<file path="config.mk">
export PLATFORM = sky130hd
export DESIGN_NAME = stepper_mmio_flat
export DESIGN_NICKNAME = d
export VERILOG_FILES = /design/src/rtl/stepper_mmio_if.sv /design/src/rtl/stepper_mmio.sv /design/src/flat_wrapper.sv
export SDC_FILE = /design/constraint.sdc
export NUM_CORES = 1
export LEC_CHECK = 0
export CAP_MARGIN = 20
export CORE_ASPECT_RATIO = 1.75
export CORE_MARGIN = 3
export CORE_UTILIZATION = 30
export CTS_BUF_LIST = sky130_fd_sc_hd__clkbuf_8 sky130_fd_sc_hd__clkbuf_16
export DETAILED_ROUTE_END_ITERATION = 10
export MAX_ROUTING_LAYER = met4
export PLACE_DENSITY_LB_ADDON = 0.1
export REMOVE_ABC_BUFFERS = 1
export SLEW_MARGIN = 20
export SYNTH_ARGS = -nofsm -noshare
export SYNTH_HDL_FRONTEND = slang
export SYNTH_SLANG_ARGS = --single-unit
</file>
<file path="constraint.sdc">
create_clock -name clock -period 3.04 [get_ports clock]
set_clock_uncertainty 0.2 [all_clocks]
set_input_delay 0.608 -clock clock [delete_from_list [all_inputs] [get_ports clock]]
set_output_delay 0.608 -clock clock [all_outputs]
set_load 0.01 [all_outputs]
</file>
<file path="src/rtl/stepper_mmio_if.sv">
// Processor data-memory bus slice seen by the stepper controller.
// The master drives address, data and the store strobe; the slave returns load data and a window hit.
interface stepper_mmio_if;
  logic        wren;
  logic [31:0] address_dmem;
  logic [31:0] data;
  logic [31:0] q_mmio;
  logic        hit;

  modport master (output wren, output address_dmem, output data, input q_mmio, input hit);
  modport slave  (input wren, input address_dmem, input data, output q_mmio, output hit);
endinterface

</file>
<file path="src/rtl/stepper_mmio.sv">
// Memory-mapped 4-phase wave-drive stepper controller on the data-memory bus.
// Registers: CTRL, PERIOD, STEPS and STATUS in a four-word window; load data is returned one cycle later.
module stepper_mmio #(
  parameter logic [11:0] BASE_ADDR = 12'hFF0,
  parameter int          PERIOD_W  = 24
) (
  input  logic                 clock,
  input  logic                 reset,
  stepper_mmio_if.slave        bus,
  output logic                 busy,
  output logic [5:0]           JA
);

  typedef enum logic {IDLE, RUN} state_t;

  state_t              state;
  logic                en;
  logic                dir;
  logic [PERIOD_W-1:0] period;
  logic [PERIOD_W-1:0] counter;
  logic [31:0]         remaining;
  logic [1:0]          phase;
  logic                done;
  logic [31:0]         q_reg;

  logic [1:0]          offset;
  logic                wr_ctrl;
  logic                wr_period;
  logic                wr_steps;
  logic                advance;
  logic [PERIOD_W-1:0] period_in;
  logic [31:0]         rd_data;
  logic                unused_addr;

  assign offset      = bus.address_dmem[1:0];
  assign bus.hit     = (bus.address_dmem[11:2] == BASE_ADDR[11:2]);
  assign unused_addr = ^bus.address_dmem[31:12];

  assign wr_ctrl   = bus.wren && bus.hit && (offset == 2'd0);
  assign wr_period = bus.wren && bus.hit && (offset == 2'd1);
  assign wr_steps  = bus.wren && bus.hit && (offset == 2'd2);

  // Periods below 2 would make the counter reach 1 immediately after every reload.
  assign period_in = (bus.data[PERIOD_W-1:0] < PERIOD_W'(2)) ? PERIOD_W'(2)
                                                              : bus.data[PERIOD_W-1:0];

  assign advance = (state == RUN) && en && (counter <= PERIOD_W'(1));

  always_comb begin
    rd_data = 32'd0;
    case (offset)
      2'd0:    rd_data = {30'd0, dir, en};
      2'd1:    rd_data = 32'(period);
      2'd2:    rd_data = remaining;
      default: rd_data = {29'd0, phase, (state == RUN)};
    endcase
  end

  // A STEPS store overrides the advance bookkeeping on the same edge, but the phase still steps.
  always_ff @(posedge clock) begin
    if (reset) begin
      state     <= IDLE;
      en        <= 1'b0;
      dir       <= 1'b0;
      period    <= PERIOD_W'(2);
      counter   <= '0;
      remaining <= 32'd0;
      phase     <= 2'd0;
      done      <= 1'b0;
      q_reg     <= 32'd0;
    end else begin
      done  <= 1'b0;
      q_reg <= bus.hit ? rd_data : 32'd0;

      if (wr_ctrl) begin
        en  <= bus.data[0];
        dir <= bus.data[1];
      end

      if (wr_period)
        period <= period_in;

      if (advance)
        phase <= dir ? (phase - 2'd1) : (phase + 2'd1);

      if (wr_steps) begin
        remaining <= bus.data;
        counter   <= period;
        state     <= (bus.data != 32'd0) ? RUN : IDLE;
      end else if ((state == RUN) && en) begin
        if (advance) begin
          remaining <= remaining - 32'd1;
          counter   <= period;
          if (remaining == 32'd1) begin
            state <= IDLE;
            done  <= 1'b1;
          end
        end else begin
          counter <= counter - PERIOD_W'(1);
        end
      end
    end
  end

  assign bus.q_mmio = q_reg;
  assign busy       = (state == RUN);
  assign JA         = {done, busy, (en ? (4'b0001 << phase) : 4'b0000)};

endmodule

</file>
<file path="src/flat_wrapper.sv">
// flat-port wrapper written by rule: the top's interface ports become plain ports
module stepper_mmio_flat 
#(
  parameter logic [11:0] BASE_ADDR = 12'hFF0,
  parameter int          PERIOD_W  = 24
)
  (clock, reset, busy, JA, bus_wren, bus_address_dmem, bus_data, bus_q_mmio, bus_hit);
  stepper_mmio_if bus_i ();
  input  logic clock;
  input  logic reset;
  output logic busy;
  output logic [5:0] JA;
  input wire logic [$bits(bus_i.wren)-1:0] bus_wren;
  input wire logic [$bits(bus_i.address_dmem)-1:0] bus_address_dmem;
  input wire logic [$bits(bus_i.data)-1:0] bus_data;
  output wire logic [$bits(bus_i.q_mmio)-1:0] bus_q_mmio;
  output wire logic [$bits(bus_i.hit)-1:0] bus_hit;
  assign bus_i.wren = bus_wren;
  assign bus_i.address_dmem = bus_address_dmem;
  assign bus_i.data = bus_data;
  assign bus_q_mmio = bus_i.q_mmio;
  assign bus_hit = bus_i.hit;
  stepper_mmio #(.BASE_ADDR(BASE_ADDR), .PERIOD_W(PERIOD_W)) u_core (.clock(clock), .reset(reset), .bus(bus_i), .busy(busy), .JA(JA));
endmodule
</file>
# Yosys cells after proc, flatten, opt, wreduce, memory -nomap -nowiden
# Cells that the tools add are included.
# W data, S select, Z words.
[totals]
reg_bits = 118
latchBits = 0
ram_bits = 0
mem_bits_ro = 0
input_bits = 67
output_inout_bits = 40
wordCells = 54
mem_count = 0
[classes]
n_addsub = 4
n_mul = 0
div = 0
magnitude_cmp = 2
n_eq_ne = 4
n_shift = 1
n_mux = 16
bitwise = 3
n_reduce_logical = 15
[op_table]
columns = ["cell", "count"]
rows = [
  ["$mux W24", 4],
  ["$mux W32", 3],
  ["$pmux W32 S3", 1],
  ["$eq A32 B1 Y1 const B", 1],
  ["$reduce_bool A32 Y1", 1],
  ["$sub A32 B1 Y32 const B", 1],
  ["$le A24 B1 Y1 const B", 1],
  ["$lt A24 B2 Y1 const B", 1],
  ["$sub A24 B1 Y24 const B", 1],
  ["$eq A10 B10 Y1 const B", 1],
  ["$logic_and A1 B1 Y1", 6],
  ["$mux W1", 6],
  ["$reduce_bool A2 Y1", 3],
  ["$mux W4", 1],
  ["$reduce_or A4 Y1", 1],
  ["$shl A1 B2 Y4 const A", 1],
  ["$not A1 Y1", 3],
  ["$reduce_and A3 Y1", 1],
  ["$add A2 B1 Y2 const B", 1],
  ["$eq A2 B1 Y1 const B", 1],
  ["$eq A2 B2 Y1 const B", 1],
  ["$logic_not A2 Y1", 1],
  ["$mux W2", 1],
  ["$reduce_and A2 Y1", 1],
  ["2 further kinds", 2],
]

# Logic depth before layout (Yosys ltp)
[logic_depth]
depth_word = 5
depth_mapped = 10

# Worst setup path before layout
# OpenSTA, ideal clock, no wires.
[synth_timing]
path_type = "input-to-reg"
startpoint = "in bus_address_dmem[1]"
endpoint = "reg u_core.counter[23]"
arrival_ps = 2484
t_required_ps = 2711
slack_ps = 227
path_stages = 8
path_buffers = 2
cell_sequence = "clkbuf_1 and3b_1 nor4b_1 or2_2 clkbuf_1 nor4_1 a21oi_1 nand2_1"
[synth_between]
elab_chain_cells = 3
[synth_rtl]
columns = ["element", "line_no", "source"]
rows = [
  ["start: declaration", "flat_wrapper.sv:14", "input wire logic [$bits(bus_i.address_dmem)-1:0] bus_address_dmem;"],
  ["$eq A2 B2 Y1 *", "stepper_mmio.sv:41", "assign wr_steps = bus.wren && bus.hit && (offset == 2'd2);"],
  ["$logic_and A1 B1 Y1 *", "stepper_mmio.sv:41", ""],
  ["$mux W24 / $reduce_bool A2 Y1 (equally long branches)", "--", ""],
  ["end signal: assignment", "stepper_mmio.sv:88", "counter <= period;"],
  ["end signal: assignment", "stepper_mmio.sv:93", "counter <= period;"],
  ["end signal: assignment", "stepper_mmio.sv:99", "counter <= counter - PERIOD_W'(1);"],
  ["end: declaration", "stepper_mmio.sv:20", "logic [PERIOD_W-1:0] counter;"],
]
# Mark *: on every way between the ends. The rest lies on a longest branch, timed or not.
# A chain may end at the register's enable or synchronous reset.

# Worst setup path after layout
[layout_timing]
startpoint = "reg u_core.counter[2]"
endpoint = "reg u_core.remaining[30]"
[layout_between]
elab_chain_cells = 4
[layout_rtl]
columns = ["element", "line_no", "source"]
rows = [
  ["$le A24 B1 Y1", "stepper_mmio.sv:47", "assign advance = (state == RUN) && en && (counter <= PERIOD_W'(1));"],
  ["$logic_and A1 B1 Y1", "stepper_mmio.sv:47", ""],
  ["$reduce_bool A2 Y1 (no line)", "--", ""],
  ["$reduce_and A2 Y1 (no line)", "--", ""],
  ["end signal: assignment", "stepper_mmio.sv:87", "remaining <= bus.data;"],
  ["end signal: assignment", "stepper_mmio.sv:92", "remaining <= remaining - 32'd1;"],
  ["end: declaration", "stepper_mmio.sv:21", "logic [31:0] remaining;"],
]
# Every way passes these cells.

==> PnR_summary.wiki <==
{| class="wikitable"
! Metric !! Value
|-
| Standard cell core area || 18100 sq um
|-
| Power per unit of standard cell area || between 500 and 600 nW/um^2
|-
| Most used standard cell by instance count after synthesis || sky130_fd_sc_hd__dfxtp_1
|-
| EDFF count, synth || 0
|-
| CTS Buf Count || 17
|-
| Port Buffer Count || 86
|-
| VDD IR max || between 0.2 and 0.3 mV
|-
| Number of nets still failing antenna checks after routing || 0
|-
| R2R Setup Slk || roughly 0.17 ns
|-
| Initial antenna violation count || 0
|-
| Category of the most critical setup path || flip-flop to flip-flop
|-
| Total number of vias || 5325
|-
| WL final || 19.5 mm
|-
| Combined area of the multi-input logic cells || 2960 sq um
|-
| Clock insertion delay at the later pin of the skew report || approximately 0.42 ns
|-
| Tightest Hold Check Type || flip-flop to flip-flop
|-
| Worst slew margin || 41.7%
|-
| Overall track demand over capacity in global routing || 20.9%
|-
| Final setup violating endpoints || 0
|-
| Ratio of cells with drive above 1 in the final layout || 12.8%
|-
| Top cell types by occurrence after synthesis || 118 x sky130_fd_sc_hd__dfxtp_1, 98 x sky130_fd_sc_hd__nor2_1, 66 x sky130_fd_sc_hd__nand2_1, 39 x sky130_fd_sc_hd__clkbuf_1, 35 x sky130_fd_sc_hd__a21oi_1
|-
| Synth Area per Inst || between 8 and 9 sq um
|-
| Maximum number of pins on one net before global-route repair || 48
|-
| Critical-path cell list || or4bb_1, or4_4, or2_1, nor4_4, xnor2_1, a211oi_2
|-
| Number of global-route vias before repair || 5427
|-
| Post-synthesis cell type with the largest combined area || sky130_fd_sc_hd__dfxtp_1
|-
| Final cell utilization of the core || 41.5%
|-
| Final Net Count || 838
|-
| Number of cell rows || 65
|-
| Placed cell areas || 6850 sq um
|-
| Flip-flop and latch area || 2360 sq um
|-
| Kind of cell adding the most delay to the critical path || simple AND/OR/NAND/NOR gates
|-
| Critical path's largest stage delay || about 0.59 ns
|-
| Transition time of the tightest slew-check pin || 0.866 ns
|-
| Width of the chip || 108 um
|-
| Clock Tree Buf Depth || 2
|-
| Share of the synthesized area in the top cell type || a little over two fifths
|-
| Cell Area, Synth || about 5500 sq um
|-
| WL per Instance || 19.2 um
|-
| Routability-driven placement congestion ratio || between 0.8 and 0.9
|-
| Unrepaired setup endpoints after global routing || false
|-
| Clock-pin transition on the worst setup and hold timing paths || 0.06 ns
|-
| H-tree levels || 4
|-
| 1st-iter DRT viols || 313
|-
| Fraction of registers with async set/reset || 0%
|-
| Effective utilization at floorplan || 30.5%
|-
| Most common flop cell mapped by yosys || sky130_fd_sc_hd__dfxtp_1
|-
| HPWL after detailed placement || roughly 14 mm
|-
| Final cell area excluding filler cells || 7490 sq um
|-
| Top-level port count || 107
|-
| CP max FO || 7
|-
| Peak clock frequency supported by timing || 349 MHz
|-
| Final period util || 94.3%
|-
| Arrival time worst endpoint || approximately 3.0 ns
|-
| Instance count of the mapped netlist || 657
|-
| Synth area leaders || sky130_fd_sc_hd__dfxtp_1 43%, sky130_fd_sc_hd__nor2_1 6.7%, sky130_fd_sc_hd__nand2_1 4.5%, sky130_fd_sc_hd__xnor2_1 4.0%, sky130_fd_sc_hd__a22oi_1 3.5%
|-
| Final hold violation count || 0
|-
| Yosys warnings || 0
|-
| Wire length of the first global-routing pass || 30.9 mm
|-
| Setup crit end kind || flip-flop
|-
| Length of the first detailed-routing pass in iterations || 5
|-
| Layout filler cell count || 1854
|-
| Leakage || 2.77 nW
|-
| Buffers plus inverters on the worst setup path || 0
|-
| Clock Sinks || between 100 and 150
|-
| Endpoint required time on the critical path || 3.17 ns
|-
| Clock tree root buffer cell || sky130_fd_sc_hd__clkbuf_16
|-
| DRC violations left || 0
|-
| Vias per cell || 5.25
|-
| Inserted Diodes || 0
|-
| Die height || 185 um
|-
| Area of the die || roughly 20000 sq um
|-
| Flops & latches, synth || between 100 and 150
|-
| Max-cap check violation count || 0
|-
| CTS tree || yes
|-
| Pins over their slew limit || 0
|-
| Final Critical Period || around 2.9 ns
|-
| Outcome || complete, no violations
|-
| Remaining global-route overflow || 0
|-
| Seq/Total Area, Yosys || 42.9%
|-
| CP startpoint kind || flip-flop
|-
| Cell type of the slowest stage on the worst timing path || sky130_fd_sc_hd__or4bb_1
|-
| Layout overhead on the synthesized area || 35.8%
|-
| Distinct cells, synth || 61
|}
logic make-up (layout without fill, tap and decap cells):
group,count (synthesis),after routing,synth area share (%)
AOI/OAI and AO/OA,130,130,15.9
xor gates and xnor gates,42,42,6.67
adders and majority gates,4,4,0.908
buffers and inverters,51,174,3.77
DFF,118,118,42.9
muxes,6,6,1.57
and+or+nand+nor,306,306,28.3
cells in the final DEF, fill, tap and decap left out, types with 8 or more instances in the layout:
cell type	netlist	routed
sky130_fd_sc_hd__dfxtp_1	118	118
sky130_fd_sc_hd__xnor2_1	25	25
sky130_fd_sc_hd__or3_1	12	12
sky130_fd_sc_hd__a211oi_1	25	25
sky130_fd_sc_hd__nor4_1	21	21
sky130_fd_sc_hd__a22oi_1	26	26
sky130_fd_sc_hd__inv_1	8	8
sky130_fd_sc_hd__nand2_1	66	65
sky130_fd_sc_hd__nor3_1	30	30
sky130_fd_sc_hd__nor2_1	98	98
sky130_fd_sc_hd__buf_4	2	48
sky130_fd_sc_hd__and2_1	11	11
sky130_fd_sc_hd__xor2_1	17	17
sky130_fd_sc_hd__o21ai_0	12	12
sky130_fd_sc_hd__a21oi_1	35	34
sky130_fd_sc_hd__nand3_1	10	9
sky130_fd_sc_hd__or4_1	15	15
sky130_fd_sc_hd__clkbuf_16	0	17
sky130_fd_sc_hd__clkdlybuf4s50_1	0	85
per-stage QoR:
step,instances,hold WS [ns],power (mW),worst slack (ns),TNS (ns)
floorplan,614,0.241,1.60,-0.314,-5.95
global placement,982,0.266,1.72,0.0570,0
detailed placement,982,0.276,1.72,0.0571,0
CTS,1014,0.284,3.88,0.0966,0
global route,1014,0.300,3.96,0.0352,0
finish,1014,0.281,3.84,0.173,0
registers in the layout, indices dropped and copies added, names as in the netlist:
signal and cells:
u_core.busy 1, u_core.done 1, u_core.bus.q_mmio 32, u_core.remaining 32, u_core.period 24, u_core.counter 24, u_core.dir 1, u_core.phase 2
u_core.en 1
path summary, 6_finish.rpt:
check,cells past startpoint,to,start
hold / removal,2,u_core.period[22]$_SDFFE_PP0P_,u_core.period[22]$_SDFFE_PP0P_
hold reg to reg,2,u_core.period[22]$_SDFFE_PP0P_,u_core.period[22]$_SDFFE_PP0P_
setup / recovery,6,u_core.remaining[30]$_SDFFE_PP0P_,u_core.counter[2]$_SDFFE_PP0P_
setup reg to reg,6,u_core.remaining[30]$_SDFFE_PP0P_,u_core.counter[2]$_SDFFE_PP0P_
power breakdown:
group,leakage [nW],total [mW],internal (mW),switching (mW)
combinational,1.52,0.142,0.0696,0.0719
clock,0.297,2.15,1.34,0.808
sequential,0.950,1.55,1.55,0.000181
total,2.77,3.84,2.96,0.880
tightest hold or removal path: cells and delay by family, from the launching register on:
kind             cells  cell delay (ns)
flip-flops           1             0.32
AND/OR/NAND/NOR      1             0.06
AO/OA/AOI/OAI        1             0.05
metal layers:
metal | GRT usage (%) | vias to the layer above | wire [um]
met5 | - | - | 0
met3 | 3.31 | 31 | 784
li1 | - | 2578 | -
met2 | 37.2 | 147 | 10700
met1 | 23.3 | 2569 | 7420
met4 | 7.43 | 0 | 582
layout make-up:
cell class	count	area share [%]
Clock inverter	13	2.27
Multi-Input combinational cell	488	39.6
Clock buffer	19	6.05
Sequential cell	118	31.6
Inverter	8	0.401
Tap cell	234	3.91
Timing Repair Buffer	134	16.2
repair_timing:
action	CTS	global route
buffers inserted	0	0
endpoints found under the setup margin	0	7
hold buffers	0	0
resized for setup	0	4
Note: power is estimated with default switching activity, not from simulation.
